==> src/rtl/ahfp_pkg.sv <==
`default_nettype none
// ============================================================================
// Module : ahfp_pkg
// Brief  : Shared float-field constants, class enum and classifier.
// Rev    : 1.0
// ============================================================================
package ahfp_pkg;

    localparam int FP_EXP_W = 8;
    localparam int FP_MAN_W = 23;
    localparam int FP_BIAS  = 127;
    localparam int FP_SIG_W = FP_MAN_W + 1;

    localparam logic [FP_EXP_W-1:0] EXP_MAX  = 8'd255;
    // Exponent at which |x| reaches 2^31, and at which the significand LSB has weight 1.
    localparam logic [FP_EXP_W-1:0] EXP_SAT  = 8'(FP_BIAS + 31);
    localparam logic [FP_EXP_W-1:0] EXP_UNIT = 8'(FP_BIAS + FP_MAN_W);

    localparam logic [31:0] INT_SAT_POS = 32'h7FFFFFFF;
    localparam logic [31:0] INT_SAT_NEG = 32'h80000000;

    typedef enum logic [1:0] {
        ZERO = 2'd0,
        NORM = 2'd1,
        SAT  = 2'd2,
        NAN  = 2'd3
    } ahfp_class_t;

    typedef struct packed {
        logic                sign;
        logic [FP_EXP_W-1:0] exp;
        logic [FP_MAN_W-1:0] man;
    } ahfp_fields_t;

    function automatic ahfp_class_t ahfp_classify(input ahfp_fields_t f);
        ahfp_class_t cls;
        if (f.exp == EXP_MAX && f.man != '0)
            cls = NAN;
        else if (f.exp < 8'(FP_BIAS))
            cls = ZERO;
        else if (f.exp == EXP_SAT && f.man == '0 && f.sign)
            cls = NORM;  // exactly -2^31 is representable
        else if (f.exp >= EXP_SAT)
            cls = SAT;
        else
            cls = NORM;
        return cls;
    endfunction

endpackage
`default_nettype wire

==> src/rtl/ahfp_align_shift.sv <==
`default_nettype none
// ============================================================================
// Module : ahfp_align_shift
// Brief  : 24-to-32-bit bidirectional barrel shift placing the binary point.
// Rev    : 1.0
// ============================================================================
module ahfp_align_shift
    import ahfp_pkg::*;
(
    input  logic [FP_SIG_W-1:0] sig,
    input  logic [FP_EXP_W-1:0] exp,
    output logic [31:0]         mag
);

    logic [31:0]         ext;
    logic [FP_EXP_W-1:0] lsh;
    logic [FP_EXP_W-1:0] rsh;

    // Right shifts drop fraction bits, giving truncation toward zero.
    always_comb begin
        ext = {{(32-FP_SIG_W){1'b0}}, sig};
        lsh = exp - EXP_UNIT;
        rsh = EXP_UNIT - exp;
        if (exp >= EXP_UNIT)
            mag = ext << lsh;
        else
            mag = ext >> rsh;
    end

endmodule
`default_nettype wire

==> src/rtl/ahfp_to_int.sv <==
`default_nettype none
// ============================================================================
// Module : ahfp_to_int
// Brief  : 3-stage float32 -> int32 converter, saturating, valid/ready.
// Rev    : 1.0
// ============================================================================
module ahfp_to_int
    import ahfp_pkg::*;
#(
    parameter int OUT_W = 32
) (
    input  logic             clk,
    input  logic             rst_n,
    input  logic             in_valid,
    output logic             in_ready,
    input  logic [31:0]      in_data,
    output logic             out_valid,
    input  logic             out_ready,
    output logic [OUT_W-1:0] out_data,
    output logic             out_ovf,
    output logic             out_nan
);

    generate
        if (OUT_W != 32) begin : g_out_w_check
            $error("ahfp_to_int: only OUT_W = 32 is supported");
        end
    endgenerate

    logic v1, v2, v3;
    logic adv1, adv2, adv3;
    logic accept;

    ahfp_fields_t in_f;

    logic                s1_sign;
    logic [FP_EXP_W-1:0] s1_exp;
    logic [FP_SIG_W-1:0] s1_sig;
    ahfp_class_t         s1_cls;

    logic                s2_sign;
    ahfp_class_t         s2_cls;
    logic [31:0]         s2_mag;
    logic [31:0]         shift_mag;

    logic [OUT_W-1:0]    s3_data_d;
    logic                s3_ovf_d;
    logic                s3_nan_d;

    // A stage moves on when its successor is empty or moving itself.
    assign adv3      = v3 & out_ready;
    assign adv2      = v2 & (~v3 | adv3);
    assign adv1      = v1 & (~v2 | adv2);
    assign in_ready  = ~v1 | adv1;
    assign accept    = in_valid & in_ready;
    assign out_valid = v3;
    assign in_f      = ahfp_fields_t'(in_data);

    always_ff @(posedge clk or negedge rst_n) begin
        if (!rst_n) begin
            v1 <= 1'b0;
            v2 <= 1'b0;
            v3 <= 1'b0;
        end else begin
            if (in_ready)
                v1 <= in_valid;
            if (~v2 | adv2)
                v2 <= v1;
            if (~v3 | adv3)
                v3 <= v2;
        end
    end

    always_ff @(posedge clk or negedge rst_n) begin
        if (!rst_n) begin
            s1_sign <= 1'b0;
            s1_exp  <= '0;
            s1_sig  <= '0;
            s1_cls  <= ZERO;
        end else if (accept) begin
            s1_sign <= in_f.sign;
            s1_exp  <= in_f.exp;
            s1_sig  <= {1'b1, in_f.man};
            s1_cls  <= ahfp_classify(in_f);
        end
    end

    ahfp_align_shift u_align (
        .sig (s1_sig),
        .exp (s1_exp),
        .mag (shift_mag)
    );

    always_ff @(posedge clk or negedge rst_n) begin
        if (!rst_n) begin
            s2_sign <= 1'b0;
            s2_cls  <= ZERO;
            s2_mag  <= '0;
        end else if (adv1) begin
            s2_sign <= s1_sign;
            s2_cls  <= s1_cls;
            s2_mag  <= (s1_cls == NORM) ? shift_mag : '0;
        end
    end

    always_comb begin
        s3_data_d = '0;
        s3_ovf_d  = 1'b0;
        s3_nan_d  = 1'b0;
        case (s2_cls)
            NORM: s3_data_d = s2_sign ? (~s2_mag + 32'd1) : s2_mag;
            SAT: begin
                s3_data_d = s2_sign ? INT_SAT_NEG : INT_SAT_POS;
                s3_ovf_d  = 1'b1;
            end
            NAN:     s3_nan_d = 1'b1;
            default: s3_data_d = '0;
        endcase
    end

    always_ff @(posedge clk or negedge rst_n) begin
        if (!rst_n) begin
            out_data <= '0;
            out_ovf  <= 1'b0;
            out_nan  <= 1'b0;
        end else if (adv2) begin
            out_data <= s3_data_d;
            out_ovf  <= s3_ovf_d;
            out_nan  <= s3_nan_d;
        end
    end

endmodule
`default_nettype wire

==> config.mk <==
export PLATFORM = sky130hd
export DESIGN_NAME = ahfp_to_int
export DESIGN_NICKNAME = d
export VERILOG_FILES = /design/src/rtl/ahfp_pkg.sv /design/src/rtl/ahfp_align_shift.sv /design/src/rtl/ahfp_to_int.sv
export SDC_FILE = /design/constraint.sdc
export NUM_CORES = 1
export LEC_CHECK = 0
export BUFFER_PORTS_ARGS = -buffer_cell sky130_fd_sc_hd__buf_2
export CORE_MARGIN = 1
export CORE_UTILIZATION = 55
export CTS_BUF_LIST = sky130_fd_sc_hd__clkbuf_8
export CTS_CLUSTER_SIZE = 8
export DETAILED_ROUTE_END_ITERATION = 6
export PLACE_DENSITY_LB_ADDON = 0.3
export REMOVE_ABC_BUFFERS = 1
export SLEW_MARGIN = 20
export SYNTH_ARGS = -nofsm -noshare
export SYNTH_HDL_FRONTEND = slang
export SYNTH_HIERARCHICAL = 1
export SYNTH_SLANG_ARGS = --single-unit
==> constraint.sdc <==
create_clock -name clk -period 4.35 [get_ports clk]
set_input_delay 0.87 -clock clk [delete_from_list [all_inputs] [get_ports clk]]
set_output_delay 0.87 -clock clk [all_outputs]
set_load 0.05 [all_outputs]
### Word-level counts from Yosys, hierarchy flattened

Cells that the tools add are included.

| storage, ports and cells | value |
|---|---|
| register bits | 107 |
| memories | 0 |
| bits of input ports | 36 |
| memory bits (read-only) | 0 |
| latch bits | 0 |
| memory bits (writable) | 0 |

| cells by class | value |
|---|---|
| bitwise logic cells | 11 |
| equal/unequal tests | 6 |
| $add $sub $neg | 3 |
| divide/modulo/power cells | 0 |
| shifts and indexed selects | 2 |
| mux-type cells | 11 |
| $lt $le $gt $ge | 3 |
| multipliers | 0 |
| reductions and logical operators | 5 |

Operators by type and width:

| kind | count |
|---|---|
| 32-bit two-way mux | 4 |
| 32-bit case mux with 2 select lines | 1 |
| 32-bit by 1-bit adder with 32-bit output (second input constant) | 1 |
| 32-bit inverter | 1 |
| 24-bit by 8-bit << shifter with 32-bit output | 1 |
| 24-bit by 8-bit right shift with 32-bit output | 1 |
| 23-bit logical NOT | 1 |
| 23-bit nonzero test | 1 |
| 8-bit == test (second input constant) | 2 |
| 8-bit greater-or-equal comparator (second input constant) | 2 |
| 8-bit by 7-bit less-than comparator with 1-bit output (second input constant) | 1 |
| 2-bit two-way mux | 4 |
| 8-bit subtractor (first input constant) | 1 |
| 8-bit subtractor (second input constant) | 1 |
| 1-bit bitwise AND | 4 |
| 2-bit by 1-bit == test with 1-bit output (second input constant) | 2 |
| 2-bit == test (second input constant) | 2 |
| 1-bit logical AND | 3 |
| 1-bit inverter | 3 |
| 1-bit OR | 3 |
| 1-bit two-way mux | 2 |

### Logic depth before layout (Yosys ltp)

Gate-level depths: netlist of the first run.

| logic depth | value |
|---|---|
| depth in word-level cells | 7 |
| mapped depth | 15 |

### Hierarchy

The synthesis of the first run kept the hierarchy.

Modules (own cells, without submodules):

| module | cells each | times used | sequential area each (µm²) | area an instance (µm²) |
|---|---|---|---|---|
| ahfp_to_int | 505 | 1 | 2,677.6 | 5,096.1 |
| ahfp_align_shift | 432 | 1 | 0.0 | 3,291.9 |

### Least setup slack after synthesis of the first run

No wires, ideal clock.

| timing | value |
|---|---|
| path kind | flip-flop to flip-flop |
| from | register s1_exp[0] |
| to | register s2_mag[3] |
| buffers on the path | 5 |
| setup slack | 0.835 ns |
| arrival time | 3.432 ns |
| cell stages (with the launch flop) | 16 |
| library setup time | 0.083 ns |
| clock period less this slack | 3.515 ns |
| path through | dfrtp_1 buf_2 buf_1 inv_2 clkbuf_1 ha_1 buf_1 buf_1 nor3_1 mux2_2 a211o_1 nor2_1 nand2_1 nand4_1 nand2_1 o21ai_0 |

| on the way | value |
|---|---|
| word-level cells in the longest chain between the ends | 4 |
| elaborated cells between the ends (all ways) | 7 |

RTL lines:

| element | line | RTL |
|---|---|---|
| from (decl) | ahfp_to_int.sv:37 | `logic [FP_EXP_W-1:0] s1_exp;` |
| from (signal assigned) | ahfp_to_int.sv:82 | `s1_exp <= in_f.exp;` |
| 8-bit subtractor (on tied branches) | ahfp_align_shift.sv:23, ahfp_align_shift.sv:22 |  |
| 24-bit by 8-bit right shift with 32-bit output or 24-bit by 8-bit << shifter with 32-bit output (tied branches) | ahfp_align_shift.sv:27, ahfp_align_shift.sv:25 |  |
| 32-bit two-way mux (*) | ahfp_align_shift.sv:24 | `if (exp >= EXP_UNIT)` |
| net shift_mag[3] | ahfp_to_int.sv:44 | `logic [31:0] shift_mag;` |
| 32-bit two-way mux (*) | ahfp_to_int.sv:102 | `s2_mag <= (s1_cls == NORM) ? shift_mag : '0;` |
| to (signal assigned) | ahfp_to_int.sv:102 |  |
| to (decl) | ahfp_to_int.sv:43 | `logic [31:0] s2_mag;` |

Mark *: on every way through the listed nets, which the timed path passes. The rest lies on a longest branch.
A chain may end at the register's enable or synchronous reset.

### Worst setup path in the final report of the first run

| timing | value |
|---|---|
| from | register s1_exp[2] |
| to | register s2_mag[7] |

Same word-level chain as after synthesis.

==> run summary, run 1 <==
Crit path depth - 10
FMAX - 304 MHz
Post-CTS Resized - 0
post-synth top area share - 31.9%
DR iter-0 viols - 709
Buf+Inv Stages, Crit Path - 1
Slew @ Worst Pin - 0.913 ns
crit-path cells - ha_1, nand3b_1, or4_1, a311o_1, nor2_1, buf_4, nand3_1, nand3_1, nand2_1, o21ai_0
Netlist Area Pre-Place - 8390 um^2
share of cells above drive strength 1 - 24.1%
Avg Inst Size Synth - 8.95 um^2
fin nets - 1,017
vias in the first global route - 6,932
status - finished with violations
# rows - 44
Final Power - 4330 uW
Avg Vias per Cell - 6.38
TritonCTS Sinks - 107
hold violation count in the final report - 0
worst hold path class - flop to flop
critical path's top delay family - simple AND/OR/NAND/NOR gates
TritonCTS clock tree - built
Critical Path Source Type - flop
Diodes inserted - 0
largest cells by area after synthesis - dfrtp_1 32%, mux2_2 8.6%, mux4_2 7.5%, mux2i_1 6.7%, nand2_1 6.6%
root cell of the clock tree - clkbuf_8
Unique masters post-synth - 78
Post-Route WL - 22.1 mm
Fin Hold WS - 0.484 ns
met3 usage in global routing - 3.59%
Peak VDD IR - 0.245 mV
Total GRT Usage - 29.3%
worst r2r path cells - 10
FILL cells - 1,297
failing checks - design-rule violations
Leak - 0.00389 uW
die height - 125 um
GR peak layer - met2
Cell Area, Placed - 8910 um^2
final design area excluding fillers - 9090 um^2
CP required - 4.67 ns
vias - 7,403
PwrDens - 476 nW/um^2
drt wl/cell - 19.0 um
first-pass detailed-route iteration total - 7
Layout area overhead - 8.41%
Initial Util - 57.1%
Routed Antenna Nets - 0
Max Slew Vio Count - 0
H-tree depth - 3
Core Area - 14,700 um^2
met2 GRT Util - 46.7%
EDFF count, synth - 0
die footprint - 15,700 um^2
Yosys warnings - 6
Max-slew headroom - 39.0%
initial antenna violation count - 0
WS Path Type - flop to flop
Layout Skew - 0.0107 ns
Yosys top cell by area - dfrtp_1
CTS Buf Count - 9
top-level I/O count - 72
Largest stage delay, worst path - 0.62 ns
final setup violation count - 0
postcts setup bufs - 0
Worst path slowest cell - a311o_1
RePlAce Congestion - 0.945
chip width - 125 um
Crit path top cell by count - nand3_1
met1 usage in global routing - 40.3%
Min Clock Period, post-route - 3.29 ns
critical path arrival - 3.61 ns
setup TNS - 0 ns
Post-DP HPWL - 16.3 mm
Post-CTS Hold Fix Bufs - 0
maximum number of pins on one net before global-route repair - 66
register area share after synthesis - 31.9%
final core utilization - 61.9%
flops & latches, synth - 107
Max-Cap Viols - 0
final critical-path share of the clock period - 75.7%
Clock Latency Late Sink - 0.40 ns
Cells after Synth - 937
WHS Path Cells - 2
Critical Path End Type - flop
Clock Tree Buf Depth - 2
clock-pin slew on the worst setup and hold paths - 0.11 ns
RSZ-0062 raised after global routing - false
ys async rst share - 100%
# DRC - 9
crit-path max FO - 18
global-route wire length before repair - 36.7 mm
total grt overflow - 0
Port Buf Inserts - 71
Primary FF master, synth - dfrtp_1
==> tightest hold or removal path: cells and delay by family, from the launching register on <==
family          cells  cell delay [ns]
flops               1             0.35
compound gates      1             0.05
simple gates        1             0.05
==> where the power goes <==
part           leakage, uW  switching (uW)  total, uW  internal, uW
sequential         0.00138             154       1280          1130
clock            0.0000937             376        619           242
combinational      0.00241            1500       2430           925
==> path summary, 6_finish.rpt <==
kind,to,from,slack (ns)
min in group asynchronous,out_data[22],rst_n,0.55
min,out_data[4],out_data[4],0.48
min reg2reg,out_data[4],out_data[4],0.48
max,s2_mag[7],s1_exp[2],1.06
max reg2reg,s2_mag[7],s1_exp[2],1.06
max in group asynchronous,s1_sig[1],rst_n,3.10
==> logic make-up after synthesis <==
logic type / after synthesis / synth area share (%)
and+or+nand+nor: 323 / 19.1
AOI/OAI and AO/OA: 234 / 17.5
DFF: 107 / 31.9
adders and majority gates: 8 / 1.19
buffers and inverters: 84 / 3.98
xor gates and xnor gates: 33 / 3.45
muxes: 148 / 22.8
==> layer usage <==
metal / vias up / routed length [um]
met2: 303 / 10200
met1: 3526 / 9910
li1: 3521 / -
met4: 0 / 728
met3: 53 / 1240
met5: - / 0
==> synthesized netlist by cell type (4+ instances only) <==
cell type	n
o221ai_1	4
ha_1	8
and3_1	4
mux4_2	28
buf_2	8
a221oi_1	4
buf_1	12
a21oi_1	64
nor3_1	13
clkbuf_1	49
nand3_1	35
nand2b_1	11
nand2_1	147
xnor2_1	8
nor4_1	11
a32oi_1	4
mux2i_1	56
nand3b_1	6
mux2_2	64
xor2_1	25
and2_1	5
or4_1	5
or3_1	7
o211ai_1	11
nor2_1	41
inv_1	12
dfrtp_1	107
o31ai_1	13
o21ai_0	80
o21ai_1	9
a211oi_1	6
o22ai_1	5
nand4_1	6
==> cell type report <==
class	count	area (um^2)	area share [%]
multi-input combinational	746	5390	59.3
inverter	13	48.8	0.537
timing repair buffer	96	558	6.14
clock inverter	4	32.5	0.358
sequential	107	2680	29.5
clock buffer	11	151	1.66
tap	184	230	2.53
==> state kept, by name (all words and copies together), names as in the netlist, 2 cells and up <==
signal	flops
s2_mag	32
s2_cls	2
s1_cls	2
s1_exp	8
s1_sig	24
out_data	32
==> through the flow <==
step           cells  setup WS [ns]
6_report        1161           1.06
2_1_floorplan    866         -0.130
3_5_place_dp    1146           1.15
4_1_cts         1161           1.11
3_3_place_gp    1146           1.20
5_1_grt         1161          0.823
==> cells in the final DEF, fill, tap and decap left out, types with 12 or more instances in the layout <==
master,instances
a21oi_1,64
buf_2,70
buf_4,25
dfrtp_1,106
inv_1,12
mux2_2,64
mux2i_1,56
mux4_2,28
nand2_1,146
nand3_1,35
nor2_1,41
nor3_1,13
o21ai_0,80
o31ai_1,13
xor2_1,23
Power figures use the tool's default switching activity.
==> inputs of run 2 (changes only) <==
clock period = 2.9 ns   (was 4.35 ns; I/O delays follow)
==> run 2 against run 1 <==
Effect of this change: the flow still finishes with violations (design-rule violations); critical path depth down 2; routed wire length up 4.0%; register-to-register slack got worse by 0.93 ns; die area unchanged; worst setup slack lost 0.93 ns; power up 56%; sequential share of layout area fell by 1.0 points; maximum frequency increased by 19%.
==> run summary, run 2 (same netlist as run 1, synthesis figures left out) <==
CTS Buf Count - 9 (unchanged)
die height - 125 um (unchanged)
commonest non-fill, non-tap cell in the layout - nand2_1
die footprint - 15,700 um^2 (unchanged)
TritonCTS Sinks - 107 (unchanged)
Clock Latency Late Sink - 0.39 ns (about the same)
CP Launch Point - s1_exp[5]
maximum number of pins on one net before global-route repair - 54 (-18%)
top-level I/O count - 72 (unchanged)
crit-path max FO - 15 (-3)
Largest stage delay, worst path - 0.47 ns (-0.15 ns)
r2r setup slk - 0.12 ns (-0.93 ns)
Port Buf Inserts - 71 (unchanged)
WS Path Type - flop to flop
Slew @ Worst Pin - 0.910 ns (-0.00256 ns)
PwrDens - 719 nW/um^2 (+51%)
H-tree depth - 3 (unchanged)
hold violation count in the final report - 0 (unchanged)
Clock Tree Buf Depth - 2 (unchanged)
root cell of the clock tree - clkbuf_8
FMAX - 360 MHz (+19%)
Core Area - 14,700 um^2 (unchanged)
worst hold path class - input pin to async pin
Post-DP HPWL - 17.3 mm (+6.0%)
final critical-path share of the clock period - 95.8% (+20 points)
final core utilization - 64.0% (+2.2 points)
Diodes inserted - 0 (unchanged)
global-route wire length before repair - 37.2 mm (+1.2%)
FILL cells - 1,297 (unchanged)
worst r2r dst - s2_mag[23]
final setup violation count - 0 (unchanged)
share of cells above drive strength 1 - 26.8% (+2.8 points)
# DRC - 9 (unchanged)
clock-pin slew on the worst setup and hold paths - 0.11 ns (about the same)
Max Slew Vio Count - 0 (unchanged)
fin nets - 1,050 (+3.2%)
# rows - 44 (unchanged)
dpl cells - 1,179 (+2.9%)
first-pass detailed-route iteration total - 7 (unchanged)
crit-path cells - or3_4, or4_1, a311o_1, buf_4, or3_1, nand3_1, nand2_1, o21ai_0
commonest cells after routing, fill and taps aside - 146 x nand2_1, 106 x dfrtp_1, 80 x o21ai_0
RePlAce Congestion - 0.967 (+2.3%)
vias - 7,514 (+1.5%)
RR Startpoint - s1_exp[5]
top flop regs - out_data x32, s2_mag x32, s1_sig x24
vias in the first global route - 6,853 (-1.1%)
failing checks - design-rule violations
Total GRT Usage - 29.9% (+0.61 points)
Peak VDD IR - 0.375 mV (+53%)
TritonCTS clock tree - built
Leak - 0.00408 uW (+4.8%)
worst r2r path cells - 8 (-2)
RSZ-0062 raised after global routing - true
initial antenna violation count - 0 (unchanged)
Post-CTS Hold Fix Bufs - 0 (unchanged)
final std cells w/o fill - 1,194 (+2.8%)
Final Power - 6760 uW (+56%)
critical path arrival - 3.08 ns (-0.53 ns)
Worst path slowest cell - or4_1
status - finished with violations
Avg Vias per Cell - 6.29 (-1.3%)
Layout area overhead - 12.2%
Max-Cap Viols - 0 (unchanged)
total grt overflow - 0 (unchanged)
Routed Antenna Nets - 0 (unchanged)
Critical Path End Type - flop
chip width - 125 um (unchanged)
DR iter-0 viols - 737 (+3.9%)
Min Clock Period, post-route - 2.78 ns (-0.516 ns)
Initial Util - 57.1% (unchanged)
Layout Skew - 0.0119 ns (+0.00123 ns)
Max-slew headroom - 38.9% (-0.12 points)
Post-Route WL - 23.0 mm (+4.0%)
drt wl/cell - 19.3 um (+1.2%)
Critical Path Source Type - flop
CP required - 3.21 ns (-1.46 ns)
run 2: metrics by stage:
step	hold WS, ns	setup WS [ns]	area [um^2]	setup TNS, ns
2_1_floorplan	0.284	-1.58	8100	-39.38
3_3_place_gp	0.468	0.198	9170	0
3_5_place_dp	0.465	0.150	9170	0
4_1_cts	0.232	0.127	9390	0
5_1_grt	0.264	0.00308	9410	0
6_report	0.214	0.123	9410	0
run 2: final cells by class:
| type | instances | area (um^2) | share of cell area [%] |
|---|---|---|---|
| Clock inverter | 5 | 82.6 | 0.877 |
| Tap cell | 184 | 230 | 2.45 |
| Inverter | 13 | 48.8 | 0.518 |
| Clock buffer | 10 | 138 | 1.46 |
| Multi-Input combinational cell | 746 | 5420 | 57.5 |
| Sequential cell | 107 | 2680 | 28.5 |
| Timing Repair Buffer | 129 | 818 | 8.69 |
run 2: critical path: cells and delay by family, from the launching register on:
kind / cells / cell delay, ns
compound gates: 2 / 0.59
flops: 1 / 0.39
buf+inv: 1 / 0.23
simple gates: 5 / 1.47
run 2: per-layer routing:
metal | up-vias | track usage (%) | part of all wire (%)
met4 | 0 | 11.5 | 3.1
met3 | 55 | 4.07 | 5.7
li1 | 3575 | - | -
met5 | - | 0 | 0
met1 | 3580 | 41.4 | 45
met2 | 304 | 47.8 | 47
run 2: timing repair:
item	in CTS	in global routing
setup endpoints to repair	0	5
setup buffers	0	0
gates resized for setup	0	4
run 2: how the worst max path moves through the flow:
stage / endpoint / slack, ns / depth (start not counted)
2_1_floorplan: s2_mag[3] / -1.58 / 10
3_3_place_gp: s2_mag[23] / 0.20 / 8
3_5_place_dp: s2_mag[25] / 0.15 / 9
4_1_cts: s2_mag[23] / 0.13 / 8
5_1_grt: s2_mag[6] / 0.003 / 8
6_report: s2_mag[23] / 0.12 / 8
run 2: power by group:
part           internal, uW  switching, uW
logic                  1490           2310
clock network           511            553
registers              1690            213
==> inputs of run 3 (changes only) <==
BUFFER_PORTS_ARGS = -buffer_cell sky130_fd_sc_hd__clkbuf_2   (was -buffer_cell sky130_fd_sc_hd__buf_2)
PLACE_DENSITY = 0.77   (was not set)
PLACE_DENSITY_LB_ADDON = not set   (was 0.3)
SYNTH_HIERARCHICAL = not set   (was 1)
==> run 3 against run 2 <==
Effect of this change: the run now ends clean; clock power down 5%; register-to-register slack gained 0.04 ns; area after synthesis shrank 2.9%; combinational power fell by 15%; via count is 2.5% higher; clock skew down 0.0029 ns; power fell by 9.8%; global-route usage up 1.9 points; die area shrank 2.8%; non-clock buffer count rose by 4; synthesized cell count shrank 0.85%; final cell count stayed put; largest cell class unchanged; highest routed layer unchanged.
==> run summary, run 3 <==
fin nets - 1,049 (-0.095%)
CTS Buf Count - 9 (unchanged)
critical path's top delay family - compound AO/OA/AOI/OAI gates
DR iter-0 viols - 865 (+17%)
flops & latches, synth - 107 (unchanged)
post-synth top area share - 32.9% (+0.95 points)
first-pass detailed-route iteration total - 5 (-2)
Initial Util - 56.3% (-0.80 points)
status - complete, no violations
TritonCTS clock tree - built
Routed Antenna Nets - 0 (unchanged)
final setup violation count - 0 (unchanged)
WS Path Type - flop to flop
Cells after Synth - 929 (-0.85%)
CP required - 3.23 ns (+0.02 ns)
critical path arrival - 3.07 ns (about the same)
clock-pin slew on the worst setup and hold paths - 0.11 ns (about the same)
most frequent cells after synthesis - 117 x nand2_1, 107 x dfrtp_1, 79 x mux2i_1
initial antenna violation count - 0 (unchanged)
Max-slew headroom - 54.9% (+16 points)
Yosys warnings - 0 (-6)
RSZ-0062 raised after global routing - false
maximum number of pins on one net before global-route repair - 45 (-17%)
hold violation count in the final report - 0 (unchanged)
Clock Tree Buf Depth - 2 (unchanged)
Primary FF master, synth - dfrtp_1
Leak - 0.00415 uW (+1.8%)
dpl cells - 1,175 (-0.34%)
r2r setup slk - 0.16 ns (+0.04 ns)
drt wl/cell - 19.7 um (+2.4%)
crit-path cells - buf_4, ha_1, a21o_1, a2111oi_0, o311ai_0, buf_4, a21o_1, buf_12, a311oi_1, a211o_1
worst setup margin - 0.159 ns (+0.0363 ns)
vias in the first global route - 6,907 (+0.79%)
chip width - 124 um (-1.4%)
FILL cells - 1,275 (-1.7%)
H-tree depth - 3 (unchanged)
PwrDens - 665 nW/um^2 (-7.5%)
# rows - 44 (unchanged)
Cell Area, Placed - 8940 um^2 (-2.5%)
most common cell in the netlist - nand2_1
Port Buf Inserts - 71 (unchanged)
EDFF count, synth - 0 (unchanged)
register area share after synthesis - 32.9% (+0.95 points)
Critical Path Source Type - flop
die height - 124 um (-1.4%)
Diodes inserted - 0 (unchanged)
Peak VDD IR - 0.346 mV (-7.7%)
crit-path max FO - 12 (-3)
worst r2r path cells - 10 (+2)
Unique masters post-synth - 68 (-13%)
Netlist Area Pre-Place - 8150 um^2 (-2.9%)
Total GRT Usage - 31.8% (+1.9 points)
setup TNS - 0 ns (unchanged)
FMAX - 365 MHz (+1.3%)
commonest cells after routing, fill and taps aside - 117 x nand2_1, 106 x dfrtp_1, 79 x mux2i_1
Place WS - 0.145 ns (-0.00515 ns)
worst r2r dst - s2_mag[7]
Avg Inst Size Synth - 8.77 um^2 (-2.0%)
Critical Path End Type - flop
Post-Route WL - 23.5 mm (+2.4%)
Min Clock Period, post-route - 2.74 ns (-0.0363 ns)
Max Slew Vio Count - 0 (unchanged)
Max-Cap Viols - 0 (unchanged)
Layout area overhead - 12.7%
root cell of the clock tree - clkbuf_8
global-route wire length before repair - 37.2 mm (about the same)
Slew @ Worst Pin - 0.676 ns (-0.235 ns)
share of cells above drive strength 1 - 23.1% (-3.8 points)
total grt overflow - 0 (unchanged)
# DRC - 0 (-9)
Layout Skew - 0.00895 ns (-0.00295 ns)
Largest stage delay, worst path - 0.46 ns (about the same)
RePlAce Congestion - 0.980 (+1.4%)
worst hold path class - input pin to async pin
final design area excluding fillers - 9180 um^2 (-2.5%)
Reg area - 2680 um^2 (unchanged)
final std cells w/o fill - 1,194 (unchanged)
Buf+Inv Stages, Crit Path - 3 (+2)
top-level I/O count - 72 (unchanged)
largest cells by area after synthesis - dfrtp_1 33%, mux2i_1 9.7%, mux2_2 7.6%, nand2_1 5.4%, a21oi_1 4.3%
commonest non-fill, non-tap cell in the layout - nand2_1
footprint of the multi-input gates - 5140 um^2 (-5.0%)
Crit path depth - 10 (+2)
final critical-path share of the clock period - 94.5% (-1.3 points)
Clock Latency Late Sink - 0.39 ns (about the same)
TritonCTS Sinks - 107 (unchanged)
die footprint - 15,300 um^2 (-2.8%)
vias - 7,699 (+2.5%)
Worst path slowest cell - dfrtp_1
Core Area - 14,500 um^2 (-1.5%)
Avg Vias per Cell - 6.45 (+2.5%)
Yosys top cell by area - dfrtp_1
RR Startpoint - s1_exp[1]
top flop regs - out_data x32, s2_mag x32, s1_sig x24
ys async rst share - 100% (unchanged)
Post-DP HPWL - 17.7 mm (+2.6%)
==> run 3: cell types whose count changed after synthesis, moves of 13 or more <==
cell / delta
o21ai_0: -20
nor2_1: +22
mux4_2: -18
nand2_1: -30
nand3_1: -16
mux2i_1: +23
xor2_1: -13
==> run 3: kinds of logic (layout without fill, tap and decap cells) <==
family | Yosys count | in the layout | share of synthesized area (%)
DFF | 107 | 107 | 32.9
adders and majority gates | 8 | 8 | 1.23
AOI/OAI and AO/OA | 258 | 258 | 20.9
and+or+nand+nor | 305 | 305 | 18.3
xor gates and xnor gates | 25 | 25 | 2.69
buffers and inverters | 82 | 163 | 4.01
muxes | 144 | 144 | 20.1
==> run 3: worst max-delay path by stage <==
stage / slack (ns) / start / end
5_1_grt: 0.02 / s1_exp[1] / s2_mag[6]
3_5_place_dp: 0.15 / s1_exp[1] / s2_mag[19]
2_1_floorplan: -2.33 / s1_exp[0] / s2_mag[9]
6_report: 0.16 / s1_exp[1] / s2_mag[7]
3_3_place_gp: 0.15 / s1_exp[0] / s2_mag[17]
4_1_cts: 0.12 / s1_exp[1] / s2_mag[19]
==> run 3: timing repair <==
action                     in CTS  in global routing
hold buffers                    0                  0
buffers inserted                0                  3
setup endpoints to repair       0                  8
resized for setup               0                  2
==> run 3: area by class of cell <==
class / instances / share of cell area, %
clock inverters: 6 / 0.777
well taps: 184 / 2.51
clock buffers: 10 / 1.50
multi-input cells: 740 / 56.0
flip-flops and latches: 107 / 29.2
repair buffers: 133 / 9.42
inverters: 14 / 0.572
==> run 3: routing by layer <==
layer	wire, um	global-route usage (%)	vias up
met2	10700	50.8	384
met1	10400	43.9	3655
met3	1700	4.40	51
met4	724	11.5	0
met5	0	0	-
li1	-	-	3609
==> run 3: power by group <==
part           switching (uW)  leakage, uW  total [uW]  internal [uW]
sequential                206      0.00139        1850           1650
clock                     577     0.000105        1010            433
combinational            2010      0.00266        3240           1230
==> run 3: through the flow <==
step	util, %	hold WS (ns)	total power, uW
after global routing	63.4	0.200	6430
after floorplan	-	0.284	3980
after detailed placement	61.8	0.472	5020
final	63.4	0.162	6100
after global placement	61.8	0.458	4990
after CTS	63.2	0.164	6030
